==> src/rtl/gates_pkg.sv <==
// rtl/gates_pkg.sv - shared operator encodings and tree-sizing helpers for the gates library
package gates_pkg;

    localparam int OP_OR  = 0;
    localparam int OP_AND = 1;
    localparam int OP_XOR = 2;

    // Number of register levels needed to reduce n inputs with the given fan-in (minimum 1).
    function automatic int reduce_levels(input int n, input int fanin);
        int l;
        int p;
        l = 1;
        p = fanin;
        for (int i = 0; i < 8; i++) begin
            if (p < n) begin
                p = p * fanin;
                l = l + 1;
            end
        end
        return l;
    endfunction

    function automatic int fanin_pow(input int fanin, input int e);
        int p;
        p = 1;
        for (int i = 0; i < 8; i++) begin
            if (i < e) begin
                p = p * fanin;
            end
        end
        return p;
    endfunction

    // Bit offset of tree level k inside the flat tree bus; level 0 is the padded input
    // of width fanin^levels, each following level is fanin times narrower.
    function automatic int level_offset(input int fanin, input int levels, input int k);
        int off;
        int p;
        off = 0;
        p   = fanin_pow(fanin, levels);
        for (int i = 0; i < 8; i++) begin
            if (i < k) begin
                off = off + p;
                p   = p / fanin;
            end
        end
        return off;
    endfunction

    // Pad bit that leaves the reduction unchanged.
    function automatic logic op_identity(input int op);
        return (op == OP_AND);
    endfunction

endpackage

==> src/rtl/reduce_gate_stage.sv <==
// rtl/reduce_gate_stage.sv - one registered level of the reduction tree with its valid bit
//
// Ports:
//   clk       rising-edge clock
//   rst       synchronous active-high reset, clears data and valid
//   valid_in  valid bit of the previous level
//   din       previous level data, IN_WIDTH bits (a multiple of STAGE_FANIN)
//   dout      reduced data, IN_WIDTH/STAGE_FANIN bits
//   valid_out valid bit of this level
module reduce_gate_stage
    import gates_pkg::*;
#(
    parameter int IN_WIDTH      = 4,
    parameter int STAGE_FANIN   = 4,
    parameter int OPERATION     = OP_OR,
    // Final level holds its value between valid samples; inner levels load every cycle.
    parameter bit LOAD_ON_VALID = 1'b0,
    localparam int OUT_WIDTH    = IN_WIDTH / STAGE_FANIN
) (
    input  logic                 clk,
    input  logic                 rst,
    input  logic                 valid_in,
    input  logic [IN_WIDTH-1:0]  din,
    output logic [OUT_WIDTH-1:0] dout,
    output logic                 valid_out
);

    logic [OUT_WIDTH-1:0] nxt;

    always_comb begin
        nxt = '0;
        for (int g = 0; g < OUT_WIDTH; g++) begin
            case (OPERATION)
                OP_AND:  nxt[g] = &din[g*STAGE_FANIN +: STAGE_FANIN];
                OP_XOR:  nxt[g] = ^din[g*STAGE_FANIN +: STAGE_FANIN];
                default: nxt[g] = |din[g*STAGE_FANIN +: STAGE_FANIN];
            endcase
        end
    end

    always_ff @(posedge clk) begin
        if (rst) begin
            dout      <= '0;
            valid_out <= 1'b0;
        end else begin
            valid_out <= valid_in;
            if (!LOAD_ON_VALID || valid_in) begin
                dout <= nxt;
            end
        end
    end

endmodule

==> src/rtl/reduce_gate_pipe.sv <==
// rtl/reduce_gate_pipe.sv - pipelined N-input OR/AND/XOR reduction gate with bubble mask
//
// Optional feature macro: REDUCE_GATE_PIPE_STICKY_EN (adds ClearSticky/Sticky).
//
// Ports:
//   Clock        rising-edge clock
//   Reset        synchronous active-high reset, clears all state
//   Enable       sample strobe, Inputs captured when high
//   Inputs       NR_OF_INPUTS reduction operands
//   Result       last valid reduction result (registered)
//   ResultValid  one-cycle pulse when Result is updated
//   ClearSticky  clears Sticky (sticky build only)
//   Sticky       set once any valid Result is 1 (sticky build only)
module reduce_gate_pipe
    import gates_pkg::*;
#(
    parameter int                      NR_OF_INPUTS = 18,
    parameter logic [NR_OF_INPUTS-1:0] BUBBLES_MASK = '0,
    parameter int                      OPERATION    = OP_OR,
    parameter int                      STAGE_FANIN  = 4
) (
    input  logic                    Clock,
    input  logic                    Reset,
    input  logic                    Enable,
    input  logic [NR_OF_INPUTS-1:0] Inputs,
    output logic                    Result,
    output logic                    ResultValid
`ifdef REDUCE_GATE_PIPE_STICKY_EN
    ,
    input  logic                    ClearSticky,
    output logic                    Sticky
`endif
);

    localparam int   L       = reduce_levels(NR_OF_INPUTS, STAGE_FANIN);
    localparam int   PAD_W   = fanin_pow(STAGE_FANIN, L);
    localparam int   TREE_W  = level_offset(STAGE_FANIN, L, L) + 1;
    localparam logic PAD_BIT = op_identity(OPERATION);

    if (OPERATION < OP_OR || OPERATION > OP_XOR) begin : g_bad_operation
        $error("reduce_gate_pipe: OPERATION must be 0 (OR), 1 (AND) or 2 (XOR)");
    end
    if (NR_OF_INPUTS < 2 || NR_OF_INPUTS > 64) begin : g_bad_width
        $error("reduce_gate_pipe: NR_OF_INPUTS must be in 2..64");
    end
    if (STAGE_FANIN < 2 || STAGE_FANIN > 8) begin : g_bad_fanin
        $error("reduce_gate_pipe: STAGE_FANIN must be in 2..8");
    end

    // All tree levels packed into one bus, level 0 (padded bubbled inputs) at the bottom,
    // the single-bit final level at the top.
    logic [TREE_W-1:0] tree;
    logic [L:0]        vld;
    logic [PAD_W-1:0]  level0;

    always_comb begin
        level0                   = {PAD_W{PAD_BIT}};
        level0[NR_OF_INPUTS-1:0] = Inputs ^ BUBBLES_MASK;
    end

    assign tree[PAD_W-1:0] = level0;
    assign vld[0]          = Enable;

    for (genvar k = 1; k <= L; k++) begin : g_lvl
        localparam int IW = fanin_pow(STAGE_FANIN, L - k + 1);
        localparam int OW = IW / STAGE_FANIN;
        localparam int IO = level_offset(STAGE_FANIN, L, k - 1);
        localparam int OO = level_offset(STAGE_FANIN, L, k);

        reduce_gate_stage #(
            .IN_WIDTH      (IW),
            .STAGE_FANIN   (STAGE_FANIN),
            .OPERATION     (OPERATION),
            .LOAD_ON_VALID (k == L)
        ) u_stage (
            .clk       (Clock),
            .rst       (Reset),
            .valid_in  (vld[k-1]),
            .din       (tree[IO +: IW]),
            .dout      (tree[OO +: OW]),
            .valid_out (vld[k])
        );
    end

    // The last level register is the Result register: it only loads on a valid sample.
    assign Result      = tree[TREE_W-1];
    assign ResultValid = vld[L];

`ifdef REDUCE_GATE_PIPE_STICKY_EN
    // Set term is ORed after the clear so a result arriving with ClearSticky is kept.
    always_ff @(posedge Clock) begin
        if (Reset) begin
            Sticky <= 1'b0;
        end else begin
            Sticky <= (Sticky & ~ClearSticky) | (ResultValid & Result);
        end
    end
`endif

endmodule

==> config.mk <==
export PLATFORM = sky130hd
export DESIGN_NAME = reduce_gate_pipe
export DESIGN_NICKNAME = d
export VERILOG_FILES = /design/src/rtl/gates_pkg.sv /design/src/rtl/reduce_gate_stage.sv /design/src/rtl/reduce_gate_pipe.sv
export SDC_FILE = /design/constraint.sdc
export NUM_CORES = 1
export LEC_CHECK = 0
export BUFFER_PORTS_ARGS = -buffer_cell sky130_fd_sc_hd__buf_4
export CAP_MARGIN = 20
export CORE_MARGIN = 2
export CORE_UTILIZATION = 25
export DETAILED_ROUTE_END_ITERATION = 8
export MAX_ROUTING_LAYER = met4
export PLACE_DENSITY = 0.64
export SLEW_MARGIN = 40
export SYNTH_ARGS = -nofsm -noshare
export SYNTH_HDL_FRONTEND = slang
export SYNTH_SLANG_ARGS = --single-unit
==> constraint.sdc <==
create_clock -name Clock -period 0.9 [get_ports Clock]
set_input_delay 0.045 -clock Clock [delete_from_list [all_inputs] [get_ports Clock]]
set_output_delay 0.045 -clock Clock [all_outputs]
set_load 0.01 [all_outputs]
* Word level (Yosys, flattened, before mapping) *
Cells that the tools add are included.

storage, ports and cells
  output and inout bits = 2
  input bits = 21
  bits in registers = 24

operators by class
  reduce and logical (&&, ||, !) cells = 10

operators with widths
  cell                count
  4-bit OR reduction  9
  2-bit OR reduction  1

* Depth between registers and ports, before layout *
Gate-level depths: netlist of run 1.

  depth after elaboration = 1
  depth in mapped cells = 2
  gate-level depth less buffers = 2

* Cells and area by module *
A second synthesis of run 1 with hierarchy kept.

unflattened totals
  cells, all modules = 73
  area total of the unflattened synthesis = 780.7 um^2

modules (own cells, without submodules)
  module                                seq. area each (um^2)  area an instance (um^2)  times used  cells an instance
  reduce_gate_stage (g_lvl[1].u_stage)  340.3                  535.5                    1           52
  reduce_gate_stage (g_lvl[2].u_stage)  100.1                  171.4                    1           14
  reduce_gate_stage (g_lvl[3].u_stage)  40.0                   70.1                     1           6
  reduce_gate_pipe                      0.0                    3.8                      1           1

* Least setup slack after synthesis of run 1 *
No wires, ideal clock.

  path type = reg2reg
  from = register g_lvl[1].u_stage.dout[1]
  to = register g_lvl[2].u_stage.dout[0]
  cell stages (with the launch flop) = 3
  arrival time = 0.572 ns
  path buffers = 0
  path slack = 0.208 ns
  setup time = 0.119 ns
  clock period less this slack = 0.692 ns
  cells stage by stage = dfxtp_1 -> nor4_2 -> nor2_1

on the way
  longest elaborated chain between the ends = 1

ends and longest elaborated chain
  element                 RTL line                 text
  from (decl)             reduce_gate_stage.sv:24  output logic [OUT_WIDTH-1:0] dout,
  from (signal assigned)  reduce_gate_stage.sv:48  dout <= nxt;
  4-bit OR reduction      reduce_gate_stage.sv:36  default: nxt[g] = |din[g*STAGE_FANIN +: STAGE_FANIN];
  to (signal assigned)    reduce_gate_stage.sv:48
  to (decl)               reduce_gate_stage.sv:24

No other way between the ends.
A chain may end at the register's enable or synchronous reset.

* Final worst setup path of run 1 *
  from = input Inputs[7]
  to = register g_lvl[1].u_stage.dout[1]

on the way
  longest elaborated chain between the ends = 1

ends and longest elaborated chain
  element             RTL line                 text
  from (decl)         reduce_gate_pipe.sv:25   input logic [NR_OF_INPUTS-1:0] Inputs,
  4-bit OR reduction  reduce_gate_stage.sv:36

No other way between the ends.

==> metrics, run 1 <==
status=finished clean; DRC viols=0; DRT Pass-1 Iters=2; P per Cell Area=1420 mW/mm²; ys async rst share=0%; grt ovf=0; FP Rows=13; Crit Path Max Fanout=1; Total GRT Usage=9.16%; WS Path Type=input port to flop; Hold Crit Class=input port to flop; syn avg cell area=11.7 µm²; Die W=42.0 µm; initial antenna violation count=0; worst slew pin tran=0.197 ns; Chip Height=42.0 µm; most frequent cell after synthesis=dfxtp_1; Synth Area in XOR/XNOR=0%; EDFF count, synth=0; fillcell total=119; routed length per placed instance=8.58 µm; RSZ-0062 raised after global routing=yes; Num CTS Buffers=3; largest family of logic cells by synthesized area=simple AND/OR/NAND/NOR gates; Syn. warnings=0; drt first-iter violations=5; Area Growth Syn to Fin=96.9%; via density per instance=4.06; VDD IR max=1.03 mV; Worst setup endpoint=g_lvl[1].u_stage.dout[1]; core area=0.00133 mm²; synthesized area=362 µm²; worst reg2reg setup slack=0.18 ns; leading cell types by count after synthesis=11 x dfxtp_1, 9 x nor2_1, 5 x nor4_2; FF+latch count, synth=11; first-pass GRT wire length=1.17 mm; fraction of the mapped netlist area in simple logic gates=33.6%; top cells by area, synth=dfxtp_1 61%, nor4_2 17%, nor2_1 9.3%, nor2b_1 6.9%, a211oi_2 3.5%; largest net degree at the start of global routing=12; FF-to-FF End=g_lvl[2].u_stage.dout[0]; clock sinks=11; post-synth top area share=60.9%; CP Launch Type=input port; Clock Tree Buf Depth=2; Setup Skew=0.00562 ns; CTS Root Cell=clkbuf_4; post-synth cell types=6; DR vias=341; Final Core Density=53.4%; r2r worst-path depth=2; Fmax=1.14 GHz; crit path capture type=flop; Gate Count Post-Synth=31; worst path arrival time=1.03 ns; CP Data Required Time=1.05 ns; Rel. slew slack=86.8%; Synth Net Count=52; period utilisation layout=97.4%; Lkg Pwr=0.302 nW; MaxCap Viol Count=0; die area=0.00177 mm²; Fin. Hold Viols=0; share of cells above drive strength 1=44.9%; clock period minus worst slack=0.877 ns; placer congestion estimate=0.659; mux cell area share after synthesis=0%; Initial Util=27.1%; top cell type by total area after synthesis=dfxtp_1; clock slew at reported path FFs=0.06 ns; Min Hold Slack=0.00666 ns; # H-tree levels=1; reg2reg start=g_lvl[1].u_stage.dout[1]; Total Wirelength=721 µm; vias in the first global route=308; endpoints failing setup=0; CTS tree=yes; Synth Area in Compound Gates=3.46%; Post-DRT Antenna Nets=0; Ant. Diodes=0; IO Pins=23; max-slew violations=0; crit path from=Inputs[7]; port bufs=22; Seq/Total Area, Yosys=60.9%; ys flop type=dfxtp_1; Layout Nets=91; adder-cell share of the synthesized area=0%; worst skew pair latency=0.26 ns
## flip-flops by register name, indices dropped and copies added (netlist names)
name / flops
g_lvl.u_stage.valid_out: 3
g_lvl.u_stage.dout: 8
## worst min-delay path by stage
stage,startpoint,end,slack [ns],cells past startpoint
after floorplan,Reset,g_lvl[2].u_stage.dout[1],0.12,1
after global placement,Inputs[16],g_lvl[1].u_stage.dout[4],0.25,3
after detailed placement,Inputs[16],g_lvl[1].u_stage.dout[4],0.26,3
after CTS,Inputs[5],g_lvl[1].u_stage.dout[1],0.002,3
after global routing,Inputs[0],g_lvl[1].u_stage.dout[0],0.01,3
final,Inputs[0],g_lvl[1].u_stage.dout[0],0.007,3
## layout make-up
cell class / instances / area [µm²] / area share (%)
timing repair buffer: 35 / 295 / 41.5
sequential: 11 / 220 / 30.9
multi-input combinational: 19 / 151 / 21.3
clock buffer: 4 / 26.3 / 3.69
tap: 15 / 18.8 / 2.64
## layout by cell type (no fill, tap or decap)
| master | Yosys | layout |
|---|---|---|
| nor4_2 | 5 | 3 |
| nor4_4 | 0 | 2 |
| nor2b_1 | 4 | 4 |
| clkbuf_1 | 0 | 1 |
| buf_4 | 1 | 22 |
| a211oi_2 | 1 | 1 |
| dfxtp_1 | 11 | 11 |
| nor2_1 | 9 | 9 |
| clkbuf_4 | 0 | 3 |
| dlygate4sd3_1 | 0 | 13 |
## report_power, final
part	internal (mW)	switching (mW)	total, mW
combinational	0.115	0.0515	0.167
clock	0.171	0.149	0.320
sequential	0.514	0.00982	0.524
## per-layer routing
metal	global-route usage, %	share of wire (%)
met5	-	0
met4	0	0
met3	7.76	11
met2	13.1	50
met1	10.5	39
## cells by family after synthesis
family                 after synthesis
AND/OR/NAND/NOR                     18
flip-flops                          11
AO/OA/AOI/OAI                        1
buffers and inverters                1
## per-stage QoR
stage                     setup slack (ns)  power (mW)  std cells  instance area [µm²]  TNS, ns
after global placement               0.202       0.647         67                  538        0
after global routing               -0.0166        1.06         84                  712  -0.0166
after floorplan                      0.208       0.569         31                  362        0
final                               0.0232        1.01         84                  712        0
after detailed placement             0.170       0.649         67                  538        0
after CTS                           0.0295        1.02         84                  694        0
## worst max-delay path: stages
cell	delay, ns
dlygate4sd3_1	0.53
buf_4	0.14
nor4_4	0.25
nor2_1	0.06
## repair_timing
action	4_1_cts	5_1_grt
setup buffers	0	0
endpoints found under the setup margin	0	2
hold buffers	13	0
hold endpoints to repair	5	0
resized for setup	0	2
Note: power is estimated with default switching activity, not from simulation.
==> inputs of run 2 (changes only) <==
--- a/config.mk
+++ b/config.mk
@@ -7,11 +7,10 @@
 export LEC_CHECK = 0
 export BUFFER_PORTS_ARGS = -buffer_cell sky130_fd_sc_hd__buf_4
 export CAP_MARGIN = 20
-export CORE_MARGIN = 2
-export CORE_UTILIZATION = 25
+export CORE_AREA = 2 2 39 41
 export DETAILED_ROUTE_END_ITERATION = 8
-export MAX_ROUTING_LAYER = met4
-export PLACE_DENSITY = 0.64
+export DIE_AREA = 0 0 41 43
+export PLACE_DENSITY = 0.67
 export SLEW_MARGIN = 40
 export SYNTH_ARGS = -nofsm -noshare
 export SYNTH_HDL_FRONTEND = slang
==> metrics, run 2 (synthesis results as in run 1) <==
status=finished clean; worst slew pin tran=0.198 ns (+0.00150 ns); worst skew pair latency=0.27 ns (about the same); Hold Path Sink=g_lvl[1].u_stage.dout[0]; Hold Crit Class=input port to flop; via density per instance=4.18 (+2.9%); HP Start=Inputs[0]; largest net degree at the start of global routing=12 (unchanged); share of cells above drive strength 1=43.5% (-1.4 points); RSZ-0062 raised after global routing=no; first-pass GRT wire length=1.48 mm (+27%); Num CTS Buffers=3 (unchanged); DR vias=355 (+4.1%); # placed instances=68 (+1.5%); Final Core Density=53.1% (-0.30 points); Die W=41 µm (-2.5%); vias in the first global route=380 (+23%); MaxCap Viol Count=0 (unchanged); Layout Nets=91 (unchanged); Area Growth Syn to Fin=103%; CP Data Required Time=1.06 ns (about the same); drt first-iter violations=3 (-2); cell area after layout=734 µm² (+3.2%); Clock Tree Buf Depth=2 (unchanged); Fin. Hold Viols=0 (unchanged); Min Hold Slack=0.00250 ns (-0.00416 ns); reg2reg start=g_lvl[1].u_stage.dout[1]; crit path capture type=flop; FP Rows=14 (+1); Hold Path Cell Cnt=3 (unchanged); Top Registers=g_lvl.u_stage.dout: 8 flops, g_lvl.u_stage.valid_out: 3 flops; Fmax=1.15 GHz (+0.58%); grt ovf=0 (unchanged); worst reg2reg setup slack=0.19 ns (about the same); post-CTS setup buffers=0 (unchanged); clock slew at reported path FFs=0.07 ns (about the same); Ant. Diodes=0 (unchanged); endpoints failing setup=0 (unchanged); max-slew violations=0 (unchanged); Crit Path Max Fanout=1 (unchanged); period utilisation layout=96.9% (-0.56 points); IO Pins=23 (unchanged); placed cell area=539 µm² (+0.23%); DRC viols=0 (unchanged); port bufs=22 (unchanged); placer congestion estimate=0.606 (-8.1%); setup tns final=0 ns (unchanged); Initial Util=26.1% (-0.98 points); routed length per placed instance=10.3 µm (+20%); CTS tree=yes; DP Worst Slack=0.194 ns (+0.0242 ns); worst path arrival time=1.03 ns (about the same); Chip Height=43 µm (+2.3%); FF-to-FF End=g_lvl[2].u_stage.dout[0]; initial antenna violation count=0 (unchanged); DRT Pass-1 Iters=2 (unchanged); Pwr Total=1.03 mW (+1.9%); Rel. slew slack=86.7% (-0.10 points); WS Path Type=input port to flop; Setup Skew=0.000711 ns (-0.00491 ns); die area=0.00176 mm² (-0.20%); CTS Root Cell=clkbuf_4; Largest register FFs=8 (unchanged); CP Launch Type=input port; # H-tree levels=1 (unchanged); Lkg Pwr=0.316 nW (+4.8%); VDD IR max=1.02 mV (-1.0%); Total Wirelength=878 µm (+22%); most frequent cells in the layout=19 x buf_4, 14 x dlygate4sd3_1, 11 x dfxtp_1; clock sinks=11 (unchanged); Non-Filler Instances=85 (+1.2%); P per Cell Area=1400 mW/mm² (-1.2%); Post-DRT Antenna Nets=0 (unchanged); setup ws final=0.0283 ns (+0.00506 ns); Total GRT Usage=12.8% (+3.6 points); clock period minus worst slack=0.872 ns (-0.00506 ns); commonest non-fill, non-tap cell in the layout=buf_4; r2r worst-path depth=2 (unchanged); largest register by flop count=g_lvl.u_stage.dout; core area=0.00138 mm² (+3.8%)
-- run 2: cell types whose count changed in the layout (fill, tap and decap cells not counted), sizes merged --
cell,change
buf,-2
dlygate4sd3,+1
clkbuf,-1
dlymetal6s4s,+1
clkinv,+1
-- run 2: how the worst max path moves through the flow --
stage	startpoint	to	slack [ns]
floorplan	g_lvl[1].u_stage.dout[1]	g_lvl[2].u_stage.dout[0]	0.21
global placement	g_lvl[1].u_stage.dout[1]	g_lvl[2].u_stage.dout[0]	0.20
detailed placement	g_lvl[1].u_stage.dout[1]	g_lvl[2].u_stage.dout[0]	0.19
CTS	Inputs[7]	g_lvl[1].u_stage.dout[1]	0.03
global route	Inputs[7]	g_lvl[1].u_stage.dout[1]	0.001
finish	Inputs[7]	g_lvl[1].u_stage.dout[1]	0.03
-- run 2: final cells by class --
class / instances / area (µm²)
fillers: 128 / 649
flip-flops and latches: 11 / 220
clock inverters: 1 / 5.00
repair buffers: 35 / 307
clock buffers: 3 / 22.5
well taps: 16 / 20.0
multi-input cells: 19 / 160
-- run 2: power breakdown --
part           total (mW)  internal (mW)  switching, mW
logic               0.178          0.119         0.0588
clock network       0.328          0.164          0.164
registers           0.524          0.514        0.00984
total                1.03          0.798          0.232
-- run 2: worst max-delay path, cell delays in order --
cell and delay (ns):
dlygate4sd3_1 0.54, buf_4 0.14, nor4_4 0.25, nor2_1 0.06
-- run 2: timing repair --
item                                    in CTS  in global routing
endpoints found under the setup margin       0                  3
gates resized for setup                      0                  5
endpoints found under the hold margin        5                  0
hold buffers                                15                  0
-- run 2: per-layer routing --
metal	part of all wire (%)	track usage [%]	vias to the layer above	wire (µm)
met3	7.3	6.28	0	64
met2	56	22.2	15	488
li1	-	-	181	-
met4	0	4.00	0	0
met5	0	0	-	0
met1	37	12.3	159	325
